<file path="config.mk">
export PLATFORM = sky130hd
export DESIGN_NAME = sinegen_addr
export DESIGN_NICKNAME = d
export VERILOG_FILES = /design/src/rtl/sinegen_pkg.sv /design/src/rtl/phase_acc.sv /design/src/rtl/sinegen_addr.sv
export SDC_FILE = /design/constraint.sdc
export NUM_CORES = 1
export LEC_CHECK = 0
export ABC_AREA = 1
export BUFFER_PORTS_ARGS = -buffer_cell sky130_fd_sc_hd__buf_2
export CAP_MARGIN = 25
export CORE_MARGIN = 8
export CORE_UTILIZATION = 40
export DETAILED_ROUTE_END_ITERATION = 16
export GPL_TIMING_DRIVEN = 0
export PLACE_DENSITY = 0.67
export SETUP_SLACK_MARGIN = 0.2
export SYNTH_ARGS = -nofsm -noshare
export SYNTH_HDL_FRONTEND = slang
export SYNTH_SLANG_ARGS = --single-unit
</file>
<file path="constraint.sdc">
create_clock -name clk -period 3.43 [get_ports clk]
set_clock_uncertainty 0.05 [all_clocks]
set_input_delay 0.1715 -clock clk [delete_from_list [all_inputs] [get_ports clk]]
set_output_delay 0.1715 -clock clk [all_outputs]
set_load 0.005 [all_outputs]
</file>
<file path="src/rtl/sinegen_pkg.sv">
`default_nettype none
// ============================================================================
//  Module      : sinegen_pkg
//  Description : Shared types and reset-value helpers for the sine-wave
//                generator address path (FSM state encoding, default
//                increment and phase offset as functions of the widths).
//  Revision    : 1.0 - initial release
// ============================================================================
package sinegen_pkg;

    // Configuration-update FSM: STOPPED and RUN accept a new configuration;
    // PEND holds a shadow configuration until the next waveform wrap.
    typedef enum logic [1:0] {
        STOPPED = 2'd0,
        RUN     = 2'd1,
        PEND    = 2'd2
    } state_t;

    // One ROM address per enabled cycle: the integer part of the step is 1.
    function automatic logic [63:0] default_incr(input int fw);
        return 64'd1 << fw;
    endfunction

    // Quarter of the table, so port 2 reads the cosine of port 1's sine.
    function automatic logic [63:0] default_offset(input int aw);
        return 64'd1 << (aw - 2);
    endfunction

endpackage : sinegen_pkg
`default_nettype wire

</file>
<file path="src/rtl/phase_acc.sv">
`default_nettype none
// ============================================================================
//  Module      : phase_acc
//  Description : Fractional phase accumulator with carry-out. Holds when not
//                enabled and registers both ROM addresses (port 2 offset by a
//                programmable phase) plus a one-cycle wrap pulse.
//  Revision    : 1.0 - initial release
// ============================================================================
module phase_acc
    import sinegen_pkg::*;
#(
    parameter int                         ADDRESS_WIDTH = 8,
    parameter int                         FRAC_WIDTH    = 8,
    parameter logic [ADDRESS_WIDTH-1:0]   RST_ADDR2     = '0
) (
    input  logic                                 clk,
    input  logic                                 rst_n,
    input  logic                                 i_en,
    input  logic [ADDRESS_WIDTH+FRAC_WIDTH-1:0]  i_incr,
    input  logic [ADDRESS_WIDTH-1:0]             i_offset,
    output logic                                 o_carry,
    output logic [ADDRESS_WIDTH-1:0]             o_addr1,
    output logic [ADDRESS_WIDTH-1:0]             o_addr2,
    output logic                                 o_wrap
);

    localparam int c_acc_width = ADDRESS_WIDTH + FRAC_WIDTH;

    logic [c_acc_width-1:0]    r_acc;
    logic [ADDRESS_WIDTH-1:0]  r_addr1;
    logic [ADDRESS_WIDTH-1:0]  r_addr2;
    logic                      r_wrap;

    logic [c_acc_width:0]      w_sum;
    logic [c_acc_width-1:0]    w_acc_next;
    logic [ADDRESS_WIDTH-1:0]  w_addr_next;

    // One extra bit on the adder captures the modulo-2^ACC overflow.
    assign w_sum       = {1'b0, r_acc} + {1'b0, i_incr};
    assign w_acc_next  = i_en ? w_sum[c_acc_width-1:0] : r_acc;
    assign o_carry     = i_en & w_sum[c_acc_width];
    assign w_addr_next = w_acc_next[c_acc_width-1:FRAC_WIDTH];

    // Accumulate on enable; addresses and wrap are registered so the ROM
    // sees no combinational path from the enable or configuration inputs.
    always_ff @(posedge clk or negedge rst_n) begin
        if (!rst_n) begin
            r_acc   <= '0;
            r_addr1 <= '0;
            r_addr2 <= RST_ADDR2;
            r_wrap  <= 1'b0;
        end else begin
            r_acc   <= w_acc_next;
            r_addr1 <= w_addr_next;
            r_addr2 <= w_addr_next + i_offset;
            r_wrap  <= o_carry;
        end
    end

    assign o_addr1 = r_addr1;
    assign o_addr2 = r_addr2;
    assign o_wrap  = r_wrap;

endmodule : phase_acc
`default_nettype wire

</file>
<file path="src/rtl/sinegen_addr.sv">
`default_nettype none
// ============================================================================
//  Module      : sinegen_addr
//  Description : Address generator for the dual-port sine ROM. Owns the
//                active/shadow configuration, the valid/ready handshake and
//                the FSM that defers running-time updates to the next wrap so
//                frequency/offset changes are glitch-free.
//  Revision    : 1.0 - initial release
// ============================================================================
module sinegen_addr
    import sinegen_pkg::*;
#(
    parameter int ADDRESS_WIDTH = 8,
    parameter int FRAC_WIDTH    = 8
) (
    input  logic                                 clk,
    input  logic                                 rst_n,
    input  logic                                 en,
    input  logic                                 cfg_valid,
    output logic                                 cfg_ready,
    input  logic [ADDRESS_WIDTH+FRAC_WIDTH-1:0]  cfg_incr,
    input  logic [ADDRESS_WIDTH-1:0]             cfg_offset,
    output logic [ADDRESS_WIDTH-1:0]             addr1,
    output logic [ADDRESS_WIDTH-1:0]             addr2,
    output logic                                 wrap
);

    localparam int                       c_acc_width   = ADDRESS_WIDTH + FRAC_WIDTH;
    localparam logic [c_acc_width-1:0]   c_rst_incr    = c_acc_width'(default_incr(FRAC_WIDTH));
    localparam logic [ADDRESS_WIDTH-1:0] c_rst_offset  = ADDRESS_WIDTH'(default_offset(ADDRESS_WIDTH));

    state_t                      r_state;
    state_t                      w_state_next;

    logic [c_acc_width-1:0]      r_incr_act;
    logic [ADDRESS_WIDTH-1:0]    r_offset_act;
    logic [c_acc_width-1:0]      r_incr_sh;
    logic [ADDRESS_WIDTH-1:0]    r_offset_sh;

    logic                        w_accept;
    logic                        w_carry;
    logic                        w_incr_zero;
    logic                        w_load_act_cfg;
    logic                        w_load_act_sh;
    logic                        w_load_sh;

    // Ready depends on state only, so it never loops back through cfg_valid.
    assign cfg_ready   = (r_state != PEND);
    assign w_accept    = cfg_valid & cfg_ready;
    // With a zero step a wrap can never arrive, so a pending update must not wait.
    assign w_incr_zero = (r_incr_act == '0);

    // State register.
    always_ff @(posedge clk or negedge rst_n) begin
        if (!rst_n) begin
            r_state <= STOPPED;
        end else begin
            r_state <= w_state_next;
        end
    end

    // Next state and configuration-load decisions.
    always_comb begin
        w_state_next   = r_state;
        w_load_act_cfg = 1'b0;
        w_load_act_sh  = 1'b0;
        w_load_sh      = 1'b0;
        case (r_state)
            STOPPED: begin
                w_load_act_cfg = w_accept;
                w_state_next   = en ? RUN : STOPPED;
            end
            RUN: begin
                if (w_accept && en) begin
                    // Running: park the new values until the waveform wraps.
                    w_load_sh    = 1'b1;
                    w_state_next = PEND;
                end else begin
                    // Stopping this cycle: no phase glitch possible, apply now.
                    w_load_act_cfg = w_accept;
                    w_state_next   = en ? RUN : STOPPED;
                end
            end
            PEND: begin
                if (w_carry || !en || w_incr_zero) begin
                    w_load_act_sh = 1'b1;
                    w_state_next  = en ? RUN : STOPPED;
                end
            end
            default: begin
                w_state_next = STOPPED;
            end
        endcase
    end

    // Active and shadow configuration; reset drops any pending update.
    always_ff @(posedge clk or negedge rst_n) begin
        if (!rst_n) begin
            r_incr_act   <= c_rst_incr;
            r_offset_act <= c_rst_offset;
            r_incr_sh    <= c_rst_incr;
            r_offset_sh  <= c_rst_offset;
        end else begin
            if (w_load_act_cfg) begin
                r_incr_act   <= cfg_incr;
                r_offset_act <= cfg_offset;
            end else if (w_load_act_sh) begin
                r_incr_act   <= r_incr_sh;
                r_offset_act <= r_offset_sh;
            end
            if (w_load_sh) begin
                r_incr_sh    <= cfg_incr;
                r_offset_sh  <= cfg_offset;
            end
        end
    end

    phase_acc #(
        .ADDRESS_WIDTH (ADDRESS_WIDTH),
        .FRAC_WIDTH    (FRAC_WIDTH),
        .RST_ADDR2     (c_rst_offset)
    ) u_phase_acc (
        .clk      (clk),
        .rst_n    (rst_n),
        .i_en     (en),
        .i_incr   (r_incr_act),
        .i_offset (r_offset_act),
        .o_carry  (w_carry),
        .o_addr1  (addr1),
        .o_addr2  (addr2),
        .o_wrap   (wrap)
    );

endmodule : sinegen_addr
`default_nettype wire

</file>
==> reports/results.ini <==
[outcome]
status = finished, final reports clean

[global_route]
grt_overflow = 0
grt_use_total_pct = 15.43
grt_pass1_vias = 3723
antenna_found_initial = 0
grt_max_degree = 59
grt_pass1_wl_um = 17770

[worst_setup_path]
cp-end-kind = flip-flop
critical_path.max_stage_delay_ps = 410
critPathSlowestCell = dfrtp_1
cp_max_fo = 4
arrival_ps = 3320
crit_chain = ha_1 > a21oi_1 > a21boi_1 > o21ai_4 > xnor2_2 > o21ai_2 > ha_2 > fa_2 > nand2_1 > nand2_1 > a21oi_2 > o21ai_0 > a21oi_1 > xnor2_1
crit_required_ps = 3660
criticalPathCategory = reg2reg
critPathLaunchType = flip-flop

[pwr]
p_leak_uw = 0.002606
ir_drop_mv = 0.2926
total_power_uw = 4214
power-per-cell-area_nw_per_um2 = 845.3

[hold_path]
hold_path.class = in2reg

[cells_and_area]
nFillCells = 981
layout.cells.most_common = nand2_1
final_cell_mix = nand2_1, dfrtp_1, o21ai_0, inv_1, buf_2
finalInstanceArea_um2 = 4985
layout.nets = 658
antenna_cells = 0
synthToLayoutAreaGrowth_pct = 17.25
drive_above_1_share_pct = 17.70

[timing]
rsz0062_at_grt = no
relSlewSlack_pct = 57.20
drv_slew = 0
tns_ps = 0
hold_violations = 0
max_freq_ghz = 0.3238
period_share_pct = 90.04
setup_violations = 0
worst_slew_pin_slew_ps = 642.1
min_period_ps = 3088

[detailed_routing]
wl_per_cell_um = 14.21
drt-total-wl_um = 10600
drt-met1-wl_um = 4936
vias = 3725
viasPerCell = 4.993
dr.max_layer_used = met4
ant_nets = 0
drt_pass1_iterations = 5
met3WireLength_um = 406
drc = 0
met2_length_um = 5075
drtIter0Drc = 225

[placed_design]
post-dp-hpwl_um = 8222
place.gp.congestion = 0.9016
portBuffers = 45
post_dp_cell_area_um2 = 4677

[floorplan]
initial_utilization_pct = 41.18
rows = 37
num_io_pins = 46
core-area_um2 = 10320
die_height_um = 119.1
die_w_um = 119.1
floorplan.die_area_um2 = 14180

[clock_tree]
cts_root_buffer = clkbuf_8
cts_tree = built
cts_buffers = 9
path_clk_slew_ps = 90
h-tree-depth = 3
cts_buffer_depth = 2
cts.sinks = 75
clk_latency_ps = 360

[yosys]
synth.area.top_cells = dfrtp_1, nand2_1, o21ai_0
syn_avg_cell_area_um2 = 7.844
synthCells = 542
synth-seq-cells = 75
ys_seq_area_share_pct = 44.29
synth.distinct_cells = 33
synth_area_um2 = 4252
synth_top_area_share_pct = 41.20
ys_warn_count = 0
syn_nets = 595
synth_top_area_cell = dfrtp_1

[run]
drv_cap = 0

final timing paths:
check	slack, ps	endpoint	cells past startpoint	from
max	340	u_phase_acc.o_addr2[6]	14	r_incr_act[7]
min	30	r_incr_sh[0]	3	cfg_incr[0]
min in group asynchronous	180	u_phase_acc.r_acc[12]	2	rst_n
max in group asynchronous	2530	r_incr_sh[8]	3	rst_n
max reg2reg	340	u_phase_acc.o_addr2[6]	14	r_incr_act[7]
min reg2reg	440	u_phase_acc.r_acc[0]	2	u_phase_acc.r_acc[0]
timing repair:
item,4_1_cts,5_1_grt
buffers inserted,0,4
hold buffers,2,0
hold endpoints to repair,71,0
pin swaps,0,6
setup endpoints to repair,2,3
resized for setup,4,18
routing by layer:
layer  GRT usage (%)  vias up
met2           25.15       86
li1                -     1878
met1           19.75     1750
met4           6.008        0
met3           3.023       11
met5               0        -
report_power, final:
part	leakage, uW	switching (uW)	internal (uW)
registers	0.000925	236	1220
logic	0.00159	1210	910
clock network	0.0000902	369	267
total	0.00261	1810	2400
synthesized netlist by cell type (all sizes together):
cell,instances
xor2,7
fa,2
nor3,5
or2,1
a211oi,1
inv,51
a21oi,18
dfrtp,70
nand4,5
nand3b,1
nand3,45
ha,23
xnor2,7
clkinv,1
a31oi,2
nor2,25
o21bai,3
a21o,2
and2,2
a21boi,1
clkbuf,15
o21ai,63
nand2,174
dfstp,5
a31o,1
buf,12
logic make-up after synthesis:
group,count (synthesis),share of synthesized area [%]
compound gates,91,11.45
xor+xnor,14,2.884
fa+ha+maj,25,7.711
buf+inv,79,8.093
flops,75,44.29
simple gates,258,25.57
flip-flops by register name, indices dropped and copies added, names as in the netlist:
signal / flops
r_offset_sh: 8
r_offset_act: 8
r_incr_sh: 16
r_incr_act: 16
u_phase_acc.o_addr2: 8
u_phase_acc.o_wrap: 1
u_phase_acc.r_acc: 16
r_state: 2
through the flow:
step | util, % | hold slack (ps) | cells | setup WS [ps]
6_report | 48.29 | 28.54 | 746 | 341.5
4_1_cts | 47.29 | 21.06 | 742 | 160.2
5_1_grt | 48.29 | 30.18 | 746 | 192.6
3_3_place_gp | 45.01 | 368.3 | 723 | 167.5
2_1_floorplan | - | -174.1 | 542 | 529.7
3_5_place_dp | 45.30 | 28.75 | 724 | 106.3
worst max-delay path: cells and delay by family, from the launching register on:
family	cells	cell delay [ps]
AND/OR/NAND/NOR	2	140
AO/OA/AOI/OAI	7	1150
XOR/XNOR	2	300
adder cells (fa/ha/maj)	3	950
flip-flops	1	410
cell type report:
class | count | area, um^2 | area share [%]
Multi-Input combinational cell | 388 | 2110 | 42.32
Timing Repair Buffer | 52 | 305.3 | 6.125
Clock buffer | 9 | 123.9 | 2.485
Buffer | 27 | 148.9 | 2.987
Inverter | 52 | 195.2 | 3.916
Sequential cell | 75 | 1883 | 37.78
Tap cell | 136 | 170.2 | 3.414
Clock inverter | 7 | 48.80 | 0.9789
Note: power is estimated with default switching activity, not from simulation.
